### src/rtl/fp32_mul_unit_pkg.sv
// Shared FPU definitions: FP32 field layout, special encodings, the
// multiplier sequencer states and the operand classification record.
package fp32_mul_unit_pkg;

    localparam int EXP_W  = 8;
    localparam int MANT_W = 23;
    localparam int BIAS   = 127;

    localparam logic [31:0] QNAN    = 32'h7FC00000;
    localparam logic [31:0] POS_INF = 32'h7F800000;

    typedef enum logic [2:0] {
        IDLE   = 3'd0,
        UNPACK = 3'd1,
        MUL    = 3'd2,
        NORM   = 3'd3,
        ROUND  = 3'd4,
        DONE   = 3'd5
    } state_t;

    // Raw operand fields plus class flags; mant carries the hidden bit
    // only for normal numbers (exp field non-zero).
    typedef struct packed {
        logic              sign;
        logic [EXP_W-1:0]  exp;
        logic [MANT_W:0]   mant;
        logic              is_zero;
        logic              is_inf;
        logic              is_nan;
        logic              is_sub;
    } fp_class_t;

endpackage

### src/rtl/fp32_mul_unit_if.sv
// FPU start/done handshake bundle. The initiator (master) drives start and
// operands; the unit (slave) returns result with done/busy status.
interface fp32_mul_unit_if;
    logic        start;
    logic [31:0] operand_a;
    logic [31:0] operand_b;
    logic [31:0] result;
    logic        done;
    logic        busy;

    modport master (output start, output operand_a, output operand_b,
                    input  result, input  done, input  busy);
    modport slave  (input  start, input  operand_a, input  operand_b,
                    output result, output done, output busy);
endinterface

### src/rtl/fp32_mul_unit_classify.sv
// fp32_classify: combinational split of an FP32 word into sign, exponent
// and 24-bit mantissa, with zero/inf/NaN/subnormal flags.
module fp32_classify
    import fp32_mul_unit_pkg::*;
(
    input  logic [31:0] op,
    output fp_class_t   cls
);
    // Field extraction and class decode
    always_comb begin
        cls.sign    = op[31];
        cls.exp     = op[30:23];
        cls.mant    = {(op[30:23] != 8'd0), op[22:0]};
        cls.is_zero = (op[30:23] == 8'd0)   && (op[22:0] == 23'd0);
        cls.is_sub  = (op[30:23] == 8'd0)   && (op[22:0] != 23'd0);
        cls.is_inf  = (op[30:23] == 8'hFF)  && (op[22:0] == 23'd0);
        cls.is_nan  = (op[30:23] == 8'hFF)  && (op[22:0] != 23'd0);
    end
endmodule

### src/rtl/fp32_mul_unit.sv
// fp32_mul_unit: multi-cycle FP32 multiplier on the FPU start/done
// handshake. UNPACK -> MUL (24/BITS_PER_CYCLE cycles of shift-add) ->
// NORM -> ROUND (RNE + special cases) -> DONE, fixed latency.
// Build option FP32_MUL_SUBNORM_EN: gradual underflow and subnormal inputs;
// without it subnormal inputs and results flush to signed zero.
module fp32_mul_unit
    import fp32_mul_unit_pkg::*;
#(
    parameter int BITS_PER_CYCLE = 4   // must divide 24
) (
    input  logic           clk,
    input  logic           rst,
    fp32_mul_unit_if.slave bus
);
    localparam int MUL_CYCLES = 24 / BITS_PER_CYCLE;
    localparam int CNT_W      = (MUL_CYCLES > 1) ? $clog2(MUL_CYCLES) : 1;
    localparam logic [CNT_W-1:0] CNT_LAST = CNT_W'(MUL_CYCLES - 1);

    state_t             state_q, state_d;
    logic [CNT_W-1:0]   cnt_q, cnt_d;
    logic [31:0]        opa_q, opa_d, opb_q, opb_d;
    logic [47:0]        prod_q, prod_d;
    logic [47:0]        mcand_q, mcand_d;
    logic [23:0]        mplier_q, mplier_d;
    logic signed [9:0]  exp_q, exp_d;
    logic               sign_q, sign_d;
    logic               nan_q, nan_d, inf_q, inf_d, zero_q, zero_d;
    logic               sticky_q, sticky_d;
    logic [31:0]        result_q, result_d;
    logic               done_q, done_d, busy_q, busy_d;

    fp_class_t          ca, cb;
    logic [7:0]         ea_eff, eb_eff;
    logic               za, zb;

    fp32_classify u_cls_a (.op(opa_q), .cls(ca));
    fp32_classify u_cls_b (.op(opb_q), .cls(cb));

    // Round-to-nearest-even increment of a 24-bit mantissa (bit 24 = carry out)
    function automatic logic [24:0] rne(input logic [23:0] m, input logic g,
                                        input logic s);
        return {1'b0, m} + {24'd0, g & (s | m[0])};
    endfunction

    // Pack a finite, non-special product; p has its leading one at bit 46
    function automatic logic [31:0] round_pack(input logic s,
                                               input logic signed [9:0] e,
                                               input logic [46:0] p,
                                               input logic st);
        logic [24:0]       r;
        logic signed [9:0] e_r;
        logic [22:0]       frac;
`ifdef FP32_MUL_SUBNORM_EN
        logic [9:0]        sh;
        logic [46:0]       mask;
        logic [46:0]       p_sh;
        logic              st_sh;
`endif
        if (e >= 10'sd1) begin
            r    = rne(p[46:23], p[22], (|p[21:0]) | st);
            e_r  = e + (r[24] ? 10'sd1 : 10'sd0);
            frac = r[24] ? r[23:1] : r[22:0];
            if (e_r >= 10'sd255)
                return {s, POS_INF[30:0]};
            return {s, e_r[7:0], frac};
        end
`ifdef FP32_MUL_SUBNORM_EN
        // Denormalise: shift right by 1-e, folding lost bits into sticky.
        sh = 10'sd1 - e;
        if (sh >= 10'd25)
            return {s, 31'b0};
        mask  = (47'd1 << sh[4:0]) - 47'd1;
        st_sh = st | (|(p & mask));
        p_sh  = p >> sh[4:0];
        r     = rne(p_sh[46:23], p_sh[22], (|p_sh[21:0]) | st_sh);
        // A carry into bit 23 lands exactly on the smallest normal.
        return {s, 7'b0, r[23], r[22:0]};
`else
        return {s, 31'b0};
`endif
    endfunction

`ifdef FP32_MUL_SUBNORM_EN
    logic [5:0] norm_lz;
    logic [9:0] norm_room, norm_sh;

    // Leading zeros below bit 46 of a product from subnormal inputs
    function automatic logic [5:0] lead_zeros(input logic [46:0] p);
        logic [5:0] n;
        logic       found;
        n     = 6'd47;
        found = 1'b0;
        for (int i = 46; i >= 0; i--) begin
            if (!found && p[i]) begin
                n     = 6'(46 - i);
                found = 1'b1;
            end
        end
        return n;
    endfunction

    // Left-normalise amount, limited so the exponent does not drop below 1
    always_comb begin
        norm_lz   = lead_zeros(prod_q[46:0]);
        norm_room = exp_q - 10'sd1;
        norm_sh   = ({4'b0, norm_lz} > norm_room) ? norm_room : {4'b0, norm_lz};
    end

    // Subnormal operands take exponent 1 with no hidden bit
    always_comb begin
        ea_eff = ca.is_sub ? 8'd1 : ca.exp;
        eb_eff = cb.is_sub ? 8'd1 : cb.exp;
        za     = ca.is_zero;
        zb     = cb.is_zero;
    end
`else
    // Flush-to-zero: subnormal operands count as zero
    always_comb begin
        ea_eff = ca.exp;
        eb_eff = cb.exp;
        za     = ca.is_zero | ca.is_sub;
        zb     = cb.is_zero | cb.is_sub;
    end
`endif

    // Sequencer next-state and datapath updates
    always_comb begin
        state_d  = state_q;
        cnt_d    = cnt_q;
        opa_d    = opa_q;
        opb_d    = opb_q;
        prod_d   = prod_q;
        mcand_d  = mcand_q;
        mplier_d = mplier_q;
        exp_d    = exp_q;
        sign_d   = sign_q;
        nan_d    = nan_q;
        inf_d    = inf_q;
        zero_d   = zero_q;
        sticky_d = sticky_q;
        result_d = result_q;
        done_d   = done_q;
        busy_d   = busy_q;

        case (state_q)
            IDLE, DONE: begin
                if (bus.start) begin
                    opa_d   = bus.operand_a;
                    opb_d   = bus.operand_b;
                    done_d  = 1'b0;
                    busy_d  = 1'b1;
                    state_d = UNPACK;
                end
            end
            UNPACK: begin
                sign_d   = ca.sign ^ cb.sign;
                nan_d    = ca.is_nan | cb.is_nan | (ca.is_inf & zb) | (cb.is_inf & za);
                inf_d    = ca.is_inf | cb.is_inf;
                zero_d   = za | zb;
                exp_d    = $signed({2'b00, ea_eff}) + $signed({2'b00, eb_eff}) - 10'sd127;
                mcand_d  = {24'd0, ca.mant};
                mplier_d = cb.mant;
                prod_d   = 48'd0;
                sticky_d = 1'b0;
                cnt_d    = '0;
                state_d  = MUL;
            end
            MUL: begin
                // Retire the low multiplier digit, LSB first
                prod_d   = prod_q + mcand_q * 48'(mplier_q[BITS_PER_CYCLE-1:0]);
                mcand_d  = mcand_q << BITS_PER_CYCLE;
                mplier_d = mplier_q >> BITS_PER_CYCLE;
                if (cnt_q == CNT_LAST)
                    state_d = NORM;
                else
                    cnt_d = cnt_q + CNT_W'(1);
            end
            NORM: begin
                if (prod_q[47]) begin
                    prod_d   = {1'b0, prod_q[47:1]};
                    sticky_d = prod_q[0];
                    exp_d    = exp_q + 10'sd1;
                end
`ifdef FP32_MUL_SUBNORM_EN
                else if (!prod_q[46] && (exp_q > 10'sd1)) begin
                    prod_d = prod_q << norm_sh;
                    exp_d  = exp_q - $signed(norm_sh);
                end
`endif
                state_d = ROUND;
            end
            ROUND: begin
                if (nan_q)
                    result_d = QNAN;
                else if (inf_q)
                    result_d = {sign_q, POS_INF[30:0]};
                else if (zero_q)
                    result_d = {sign_q, 31'b0};
                else
                    result_d = round_pack(sign_q, exp_q, prod_q[46:0], sticky_q);
                done_d  = 1'b1;
                busy_d  = 1'b0;
                state_d = DONE;
            end
            default: state_d = IDLE;
        endcase
    end

    // State and datapath registers; reset aborts any operation in flight
    always_ff @(posedge clk or posedge rst) begin
        if (rst) begin
            state_q  <= IDLE;
            cnt_q    <= '0;
            opa_q    <= '0;
            opb_q    <= '0;
            prod_q   <= '0;
            mcand_q  <= '0;
            mplier_q <= '0;
            exp_q    <= '0;
            sign_q   <= 1'b0;
            nan_q    <= 1'b0;
            inf_q    <= 1'b0;
            zero_q   <= 1'b0;
            sticky_q <= 1'b0;
            result_q <= '0;
            done_q   <= 1'b0;
            busy_q   <= 1'b0;
        end else begin
            state_q  <= state_d;
            cnt_q    <= cnt_d;
            opa_q    <= opa_d;
            opb_q    <= opb_d;
            prod_q   <= prod_d;
            mcand_q  <= mcand_d;
            mplier_q <= mplier_d;
            exp_q    <= exp_d;
            sign_q   <= sign_d;
            nan_q    <= nan_d;
            inf_q    <= inf_d;
            zero_q   <= zero_d;
            sticky_q <= sticky_d;
            result_q <= result_d;
            done_q   <= done_d;
            busy_q   <= busy_d;
        end
    end

    assign bus.result = result_q;
    assign bus.done   = done_q;
    assign bus.busy   = busy_q;

endmodule

### src/flat_wrapper.sv
// flat-port wrapper written by rule: the top's interface ports become plain ports
module fp32_mul_unit_flat import fp32_mul_unit_pkg::*;
#(
    parameter int BITS_PER_CYCLE = 4                    
)
  (clk, rst, bus_start, bus_operand_a, bus_operand_b, bus_result, bus_done, bus_busy);
  fp32_mul_unit_if bus_i ();
  input  logic clk;
  input  logic rst;
  input wire logic [$bits(bus_i.start)-1:0] bus_start;
  input wire logic [$bits(bus_i.operand_a)-1:0] bus_operand_a;
  input wire logic [$bits(bus_i.operand_b)-1:0] bus_operand_b;
  output wire logic [$bits(bus_i.result)-1:0] bus_result;
  output wire logic [$bits(bus_i.done)-1:0] bus_done;
  output wire logic [$bits(bus_i.busy)-1:0] bus_busy;
  assign bus_i.start = bus_start;
  assign bus_i.operand_a = bus_operand_a;
  assign bus_i.operand_b = bus_operand_b;
  assign bus_result = bus_i.result;
  assign bus_done = bus_i.done;
  assign bus_busy = bus_i.busy;
  fp32_mul_unit #(.BITS_PER_CYCLE(BITS_PER_CYCLE)) u_core (.clk(clk), .rst(rst), .bus(bus_i));
endmodule
### config.mk
export PLATFORM = sky130hd
export DESIGN_NAME = fp32_mul_unit_flat
export DESIGN_NICKNAME = d
export VERILOG_FILES = /design/src/rtl/fp32_mul_unit_pkg.sv /design/src/rtl/fp32_mul_unit_if.sv /design/src/rtl/fp32_mul_unit_classify.sv /design/src/rtl/fp32_mul_unit.sv /design/src/flat_wrapper.sv
export SDC_FILE = /design/constraint.sdc
export NUM_CORES = 1
export LEC_CHECK = 0
export CAP_MARGIN = 20
export CORE_ASPECT_RATIO = 0.5
export CORE_UTILIZATION = 65
export CTS_CLUSTER_DIAMETER = 80
export DETAILED_ROUTE_END_ITERATION = 10
export MAX_ROUTING_LAYER = met4
export PLACE_DENSITY = 0.86
export SLEW_MARGIN = 40
export SYNTH_ARGS = -nofsm -noshare
export SYNTH_HDL_FRONTEND = slang
export SYNTH_SLANG_ARGS = --single-unit
export TNS_END_PERCENT = 30
### constraint.sdc
create_clock -name clk -period 16.65 [get_ports clk]
set_input_delay 2.4975 -clock clk [delete_from_list [all_inputs] [get_ports clk]]
set_output_delay 2.4975 -clock clk [all_outputs]
set_load 0.01 [all_outputs]
==> results of run 1 <==
[registers in the layout, indices dropped and copies added, names as in the netlist]
name	cells
u_core.bus.done	1
u_core.mplier_q	24
u_core.state_q	3
u_core.sticky_q	1
u_core.exp_q	10
u_core.opb_q	32
u_core.bus.busy	1
u_core.bus.result	32
u_core.sign_q	1
u_core.nan_q	1
u_core.opa_q	32
u_core.inf_q	1
u_core.cnt_q	3
u_core.prod_q	48
u_core.mcand_q	48
u_core.zero_q	1
[placed cells by master, fill, tap and decap left out, types with 8 or more instances in the layout]
master / n
sky130_fd_sc_hd__and3_1: 10
sky130_fd_sc_hd__dfrtp_1: 239
sky130_fd_sc_hd__nand4_1: 21
sky130_fd_sc_hd__a22oi_1: 40
sky130_fd_sc_hd__o21ai_0: 74
sky130_fd_sc_hd__clkbuf_16: 23
sky130_fd_sc_hd__nor4_1: 20
sky130_fd_sc_hd__o21bai_1: 9
sky130_fd_sc_hd__nand3_1: 36
sky130_fd_sc_hd__buf_4: 14
sky130_fd_sc_hd__xnor2_1: 59
sky130_fd_sc_hd__fa_1: 135
sky130_fd_sc_hd__a31oi_1: 29
sky130_fd_sc_hd__inv_1: 237
sky130_fd_sc_hd__o31ai_1: 8
sky130_fd_sc_hd__a21oi_1: 89
sky130_fd_sc_hd__xor2_1: 26
sky130_fd_sc_hd__a22o_1: 38
sky130_fd_sc_hd__mux2i_1: 9
sky130_fd_sc_hd__clkdlybuf4s50_1: 100
sky130_fd_sc_hd__and2_1: 172
sky130_fd_sc_hd__mux2_2: 64
sky130_fd_sc_hd__a21o_1: 22
sky130_fd_sc_hd__nor2_1: 94
sky130_fd_sc_hd__o22ai_1: 22
sky130_fd_sc_hd__o22a_1: 10
sky130_fd_sc_hd__ha_1: 68
sky130_fd_sc_hd__nor3_1: 20
sky130_fd_sc_hd__nand2_1: 198
[per-layer routing]
| layer | global-route usage, % | up-vias | part of all wire [%] |
|---|---|---|---|
| li1 | - | 6699 | - |
| met4 | 7.29 | 0 | 2.0 |
| met2 | 55.4 | 665 | 45 |
| met5 | - | - | 0 |
| met3 | 7.51 | 84 | 9.1 |
| met1 | 50.3 | 7255 | 44 |
[worst register-to-register path: cells and delay by family, from the launching register on]
family          cells  cell delay [ns]
flops               1             0.70
compound gates      5             1.47
buf+inv             2             0.43
xor+xnor            1             0.18
fa+ha+maj           4             1.89
simple gates        4             0.51
[per-stage QoR]
stage	utilization [%]	cells	instance area [um^2]	hold slack [ns]
floorplan	-	1965	18200	0.439
global placement	72.2	2360	19500	0.458
detailed placement	72.2	2360	19500	0.464
CTS	75.2	2401	20300	0.481
global route	75.2	2401	20300	0.494
finish	75.2	2401	20300	0.473
[layout make-up]
class | instances | share of cell area [%]
multi-input combinational | 1391 | 54.3
sequential | 239 | 29.4
timing repair buffer | 116 | 5.56
inverter | 240 | 4.50
clock buffer | 31 | 3.28
tap | 374 | 2.30
clock inverter | 10 | 0.641
[worst paths after layout]
kind                       slack, ns                    end  cells past startpoint
setup reg to reg               11.35      u_core.prod_q[19]                     16
max in group asynchronous      13.05  u_core.bus.result[18]                      3
hold reg to reg                 0.47   u_core.bus.result[5]                      2
min in group asynchronous       2.44       u_core.opa_q[30]                      2
hold / removal                  0.47   u_core.bus.result[5]                      2
setup / recovery               11.35      u_core.prod_q[19]                     16
[logic make-up (layout without fill, tap and decap cells)]
kind of cell	Yosys count	after routing	share of synthesized area, %
buffers and inverters	335	397	7.00
and+or+nand+nor	627	627	17.4
DFF	239	239	32.8
adders and majority gates	203	203	19.5
AOI/OAI and AO/OA	403	403	14.8
muxes	73	73	4.44
xor gates and xnor gates	85	85	4.08
==> run summary, run 1 <==
On the worst path, the slowest cell contributes a delay of 0.70 ns. The count of buffers inserted at the top-level ports was 100; the total number of vias was 14700. The net total in the final layout was 2281. The achievable frequency came out at 189 MHz.

For this block, the routed nets add up to 49100 um of wire. The most numerous cell in the Yosys netlist is sky130_fd_sc_hd__dfrtp_1. After clock tree synthesis, the flow added hold-fix buffers numbering 0. Global routing consumed, over all layers together, 36.1% of the routing resources. The die covers 0.0288 mm^2. The logs give 17.07 ns for the required time reported for the critical path endpoint and 0 for the final hold violation count.

The initial core utilization is 67.5%, and the relative max-transition margin is 45.8%. The chip height was 120 um. The signal on the critical path passes through buf_4 -> nand2_1 -> fa_1 -> fa_1 -> fa_1 -> inv_1 -> ha_1 -> nand2b_1 -> a21oi_1 -> o21ai_1 -> o21ai_0 -> a31oi_1 -> nor4_1 -> nor2_1 -> xor2_1 -> o221ai_1.

The actual slew at the worst max-slew pin came out at 0.811 ns. Cell type of the slowest stage on the worst timing path: sky130_fd_sc_hd__dfrtp_1. The tools report the maximum number of pins on one net before global-route repair as 112.

The run gives 1936 as the number of filler instances in the final layout. The post-synthesis cell type with the largest combined area was sky130_fd_sc_hd__dfrtp_1. The tools report the startpoint of the worst-slack reg-to-reg timing path as u_core.mplier_q[3]. The H-tree depth is 1. Gates resized during post-CTS repair numbered 0. The gate family responsible for the most delay along the worst path is adder cells. The placeable core region was 0.0270 mm^2.

No sink is reached through more buffers than the 3 on the longest clock path. The post-route netlist has 7.40% of its cells at a drive strength greater than 1. The x dimension of the die came out at 239 um. Average instance area after synthesis: 9.28 um^2. Yosys printed 0 warnings. Routability-driven placement finished with a final weighted congestion of 1.01. The run gives 1485 as the first-iteration detailed-routing DRC count. For the worst setup path, the data arrival time is 5.72 ns. The first global-routing pass estimated 78600 um of wire. The clock arrives with 0.0222 ns of skew. The synthesis-to-layout area growth works out to 11.4%. The run gives 0 as the final routed DRC violation total. The clock insertion delay at the later pin of the skew report was 0.56 ns. Dividing the final minimum period by the clock period gives 31.9%. STA classifies the critical path endpoint as a flip-flop. Once the clock tree was built, the setup fixing pass inserted 0 buffers. Post-place setup slack: 11.42 ns.

In the final layout, flip-flops and latches occupy 0.00598 mm^2. The critical path in this run is classified as flip-flop to flip-flop. The async set-or-reset flop fraction in the synthesized netlist came out at 100%. The number of clock buffers added by TritonCTS is 23. In this design, the critical path's most frequently occurring cell is sky130_fd_sc_hd__fa_1. The tools report the number of maximum-capacitance constraint violations as 0.

The run finished with clean final reports. After synthesis, the cell types taking the most area are sky130_fd_sc_hd__dfrtp_1, sky130_fd_sc_hd__fa_1, sky130_fd_sc_hd__and2_1. For the finished layout, the period the worst path requires is 5.30 ns. The tools report the remaining global-route overflow as 0. Buffering stage count on the worst path with inverters included: 2. The number of flops mapped to enable cells by yosys is 0, and the count of unique library cells instantiated by Yosys is 77. The max-slew violation count was 0.

In this run the count of I/O pins placed on the die edge is 101. 0 antenna diodes ended up in the layout. Synthesis produced 1965 cells. The via density per instance was 6.12; the post-synthesis net count was 2235. The initial antenna violation count came out at 0. After clock tree synthesis, the clock-pin slew on the worst setup and hold paths is 0.07 ns. The flop and latch count out of synthesis works out to 239.

The launching instance or port of the critical path was u_core.mplier_q[3]. The row count was 42. Summed negative setup slack over all endpoints: 0 ns. The count of antenna-violating nets left after detailed routing was 0.

The critical-path maximum fanout is 28, and the multi-input gate area in the final layout is 0.0110 mm^2. The startpoint identified for the worst hold timing path is u_core.bus.result[5]. The path class of the tightest hold or removal check is flip-flop to flip-flop. For this run, the leading register cell type out of synthesis is sky130_fd_sc_hd__dfrtp_1. In the synthesized netlist, the cells that appear most often are sky130_fd_sc_hd__dfrtp_1, sky130_fd_sc_hd__inv_1, sky130_fd_sc_hd__nand2_1, sky130_fd_sc_hd__and2_1, sky130_fd_sc_hd__fa_1. The kind of launch point of the worst setup path was a flip-flop. Of the synthesized area, sequential elements account for 32.8%.

The area share of the leading cell type in the synthesized netlist works out to 32.8%. The first detailed-routing pass ran for 6 iterations. Counting every sink on the clock net gives 239.

The run gives 14500 as the number of global-route vias before repair. Setup repair after global routing left no endpoint under its margin. TritonCTS built the clock tree. The detail-routed net length per standard cell is 20.5 um. Buffer type at the clock tree root: sky130_fd_sc_hd__clkbuf_16. The mapped netlist covers 0.0182 mm^2. Summed over all nets, the half-perimeter wirelength after detailed placement is 35500 um. Setup violations remaining at the end of the flow were counted as 0. The tools report the worst setup margin as 11.35 ns.
Power of run 1 is not shown: default switching activity piles up to over one toggle a cycle in this logic, so the estimate is an artifact.
==> run 2: changes to the inputs <==
Settings changed: CORE_UTILIZATION 65 to 56, PLACE_DENSITY 0.86 to 0.78.
Clock period 16.65 ns to 4.61 ns, I/O delays scaled along.
==> run 2 against run 1 <==
  * The run now ends with setup timing left
  * Fmax grew 15%
  * Cell count grew 8.0%
  * Critical path type unchanged
  * Count of clock-buffer cells in the layout grew 2
  * Worst setup slack lost 11 ns
  * Hold slack lost 0.052 ns
  * Sequential share of layout area shrank 2.7 points
  * Global-route usage shrank 5.4 points
  * Largest cell class unchanged
==> run summary, run 2 (synthesized netlist as in run 1, its figures left out) <==
Global routing consumed, over all layers together, 30.7% of the routing resources. The tool flagged a number of max-cap violations equal to 0. The run gives 0 as the final routed DRC violation total.

The library cells used most frequently in the layout, excluding fill and tap cells, are sky130_fd_sc_hd__dfrtp_1, sky130_fd_sc_hd__inv_1, sky130_fd_sc_hd__nand2_1, sky130_fd_sc_hd__and2_1, sky130_fd_sc_hd__fa_1. The tools report the H-tree depth as 1. STA classifies the critical path startpoint as a flip-flop. The final reports fail on setup timing. Entering global routing, the biggest net connects 106 pins. At the end of the flow, the number of nets in the layout was 2413. The initial core utilization was 57.2%; the synthesis-to-layout area growth was 22.9%. The first global-routing pass estimated 78200 um of wire.

Buffer type at the clock tree root: sky130_fd_sc_hd__clkbuf_16. In the global route stage, met3 resource usage came out at 5.54%. Buffers inserted during clock tree synthesis total 24. For this block, the initial DRC count from the detailed router was 1353. The relative max-transition margin came out at 47.7%.

Counting cells, the worst reg-to-reg path comes to 18. The peak-usage layer in the global routing report was met2. TritonCTS built the clock tree.

The logs give 101 for the I/O pin count and -0.00430 ns for the worst setup margin. The die is 257 um wide. The run finished, with violations left. The largest registers in the layout are u_core.mcand_q (48), u_core.prod_q (48). For met2 alone, demand over resource in global routing was 46.5%. Maximum clock path buffer count: 3. The actual slew at the worst max-slew pin was 0.783 ns.

The tools report the placer congestion estimate as 0.969. Data on the critical path is required at its endpoint by 5.00 ns. The multi-input combinational cells in the finished layout cover a total of 0.0119 mm^2. The routed design could run at a clock period as short as 4.61 ns. The run gives 0.0205 mm^2 as the total placed instance area. The logs give 0 for the total inserted antenna cells and 46 for the row count.

In the final layout, the share of cells above drive strength 1 is 18.7%. Remaining global-route overflow: 0. The kind of critical path is flip-flop to flip-flop. The final hold violation count came out at 0.

Most common cell after layout, fill and taps aside: sky130_fd_sc_hd__dfrtp_1. The logs give 0.0319 mm^2 for the placeable core region and 0.00598 mm^2 for the footprint of the flip-flops and latches. For this run, the top clock speed supported by timing is 217 MHz.

In the global route stage, met1 resource usage came out at 43.2%. Before antenna repair, the detailed router went through 9 iterations. After clock tree synthesis, the clock-pin slew on the worst setup and hold paths is 0.07 ns.

The sink count of the clock tree was 239. Measured along the y axis, the die boundary spans 130 um. The floorplan step defined a die boundary enclosing 0.0333 mm^2. The number of global-route vias before repair is 14600. The tightest min-delay check is of the input pin to asynchronous set/reset pin type. The total number of vias is 15400.

With fillers left out, the area of the finished cells amounts to 0.0224 mm^2. For the final database, setup skew stands at 0.0351 ns. Setup repair after global routing could not meet its margin everywhere. In the routed layout, each cell is associated on average with a via count of 5.93. For the max-slew violation count, the log shows 0. The total detailed-routing wirelength was 51900 um; the number of endpoints failing setup at the final stage was 1. Summed over all nets, the half-perimeter wirelength after detailed placement is 36400 um. The final worst-path cycle share is 100%. After filler insertion, the fill cell instance count of the layout stands at 2325. Along the worst path, the maximum fanout reaches 10.

The clock insertion delay at the later pin of the skew report came out at 0.57 ns. The worst setup path is captured at a flip-flop. The detail-routed net length per standard cell was 20.0 um; the count of antenna-violating nets left after detailed routing was 0. Input and output buffers added on the ports amount to 100. The data arrival time at the worst-slack endpoint was 5.00 ns; the initial antenna violation count was 1.
run 2: cell count changes in the layout (fill, tap and decap cells not counted), moves of 8 or more:
cell | previous run | this run
sky130_fd_sc_hd__inv_1 | 237 | 229
sky130_fd_sc_hd__buf_4 | 14 | 127
sky130_fd_sc_hd__buf_12 | 0 | 9
sky130_fd_sc_hd__ha_1 | 68 | 36
sky130_fd_sc_hd__ha_4 | 0 | 32
sky130_fd_sc_hd__a21oi_2 | 1 | 17
sky130_fd_sc_hd__o21ai_0 | 74 | 62
sky130_fd_sc_hd__a21oi_1 | 89 | 67
sky130_fd_sc_hd__o21ai_2 | 2 | 10
sky130_fd_sc_hd__inv_2 | 1 | 9
run 2: repair_timing:
item | CTS | global route
gates cloned | 0 | 5
pin swaps | 12 | 102
endpoints found under the hold margin | 0 | 0
hold buffers | 0 | 0
endpoints found under the setup margin | 24 | 43
gates resized for setup | 34 | 143
buffers inserted | 1 | 17
run 2: worst paths after layout:
check | start | to | slack, ns
setup / recovery | u_core.mplier_q[3] | u_core.prod_q[20] | -0.004
hold / removal | rst | u_core.opa_q[28] | 0.42
setup reg to reg | u_core.mplier_q[3] | u_core.prod_q[20] | -0.004
hold reg to reg | u_core.mplier_q[16] | u_core.mplier_q[16] | 0.48
max in group asynchronous | rst | u_core.prod_q[38] | 3.30
min in group clk | u_core.mplier_q[16] | u_core.mplier_q[16] | 0.48
run 2: per-layer routing:
layer / part of all wire [%] / up-vias
li1: - / 6977
met5: 0 / -
met2: 46 / 690
met3: 8.8 / 92
met1: 43 / 7612
met4: 2.2 / 0
run 2: final cells by class:
cell class                      count  share of cell area [%]
Sequential cell                   239                    26.7
Tap cell                          432                    2.41
Multi-Input combinational cell   1391                    53.1
Clock buffer                       33                    2.96
Timing Repair Buffer              247                    10.4
Inverter                          240                    4.04
Clock inverter                     10                   0.396
run 2: critical path, cell delays in order (launching register included):
cell	delay, ns
sky130_fd_sc_hd__dfrtp_2	0.47
sky130_fd_sc_hd__buf_12	0.16
sky130_fd_sc_hd__and2_1	0.15
sky130_fd_sc_hd__fa_1	0.51
sky130_fd_sc_hd__fa_1	0.54
sky130_fd_sc_hd__inv_1	0.05
sky130_fd_sc_hd__fa_1	0.51
sky130_fd_sc_hd__inv_1	0.05
sky130_fd_sc_hd__ha_1	0.33
sky130_fd_sc_hd__nand2_1	0.14
sky130_fd_sc_hd__nor2_1	0.07
sky130_fd_sc_hd__a211oi_1	0.18
sky130_fd_sc_hd__buf_4	0.17
sky130_fd_sc_hd__a21oi_1	0.08
sky130_fd_sc_hd__nor2_2	0.19
sky130_fd_sc_hd__o21ai_2	0.11
sky130_fd_sc_hd__a221o_1	0.42
sky130_fd_sc_hd__xnor2_1	0.19
sky130_fd_sc_hd__o221ai_1	0.11
run 2: through the flow:
stage	instances	hold WS (ns)	setup slack [ns]	util [%]	TNS (ns)
detailed placement	2526	0.465	-0.142	64.2	-0.859
global route	2592	0.412	-0.142	70.3	-1.52
finish	2592	0.421	-0.00430	70.3	-0.00430
global placement	2526	0.458	-0.0842	64.2	-0.240
floorplan	1965	0.439	0.0917	-	0
CTS	2570	0.408	-0.0225	67.0	-0.0418
Power of run 2 is left out for the same reason.
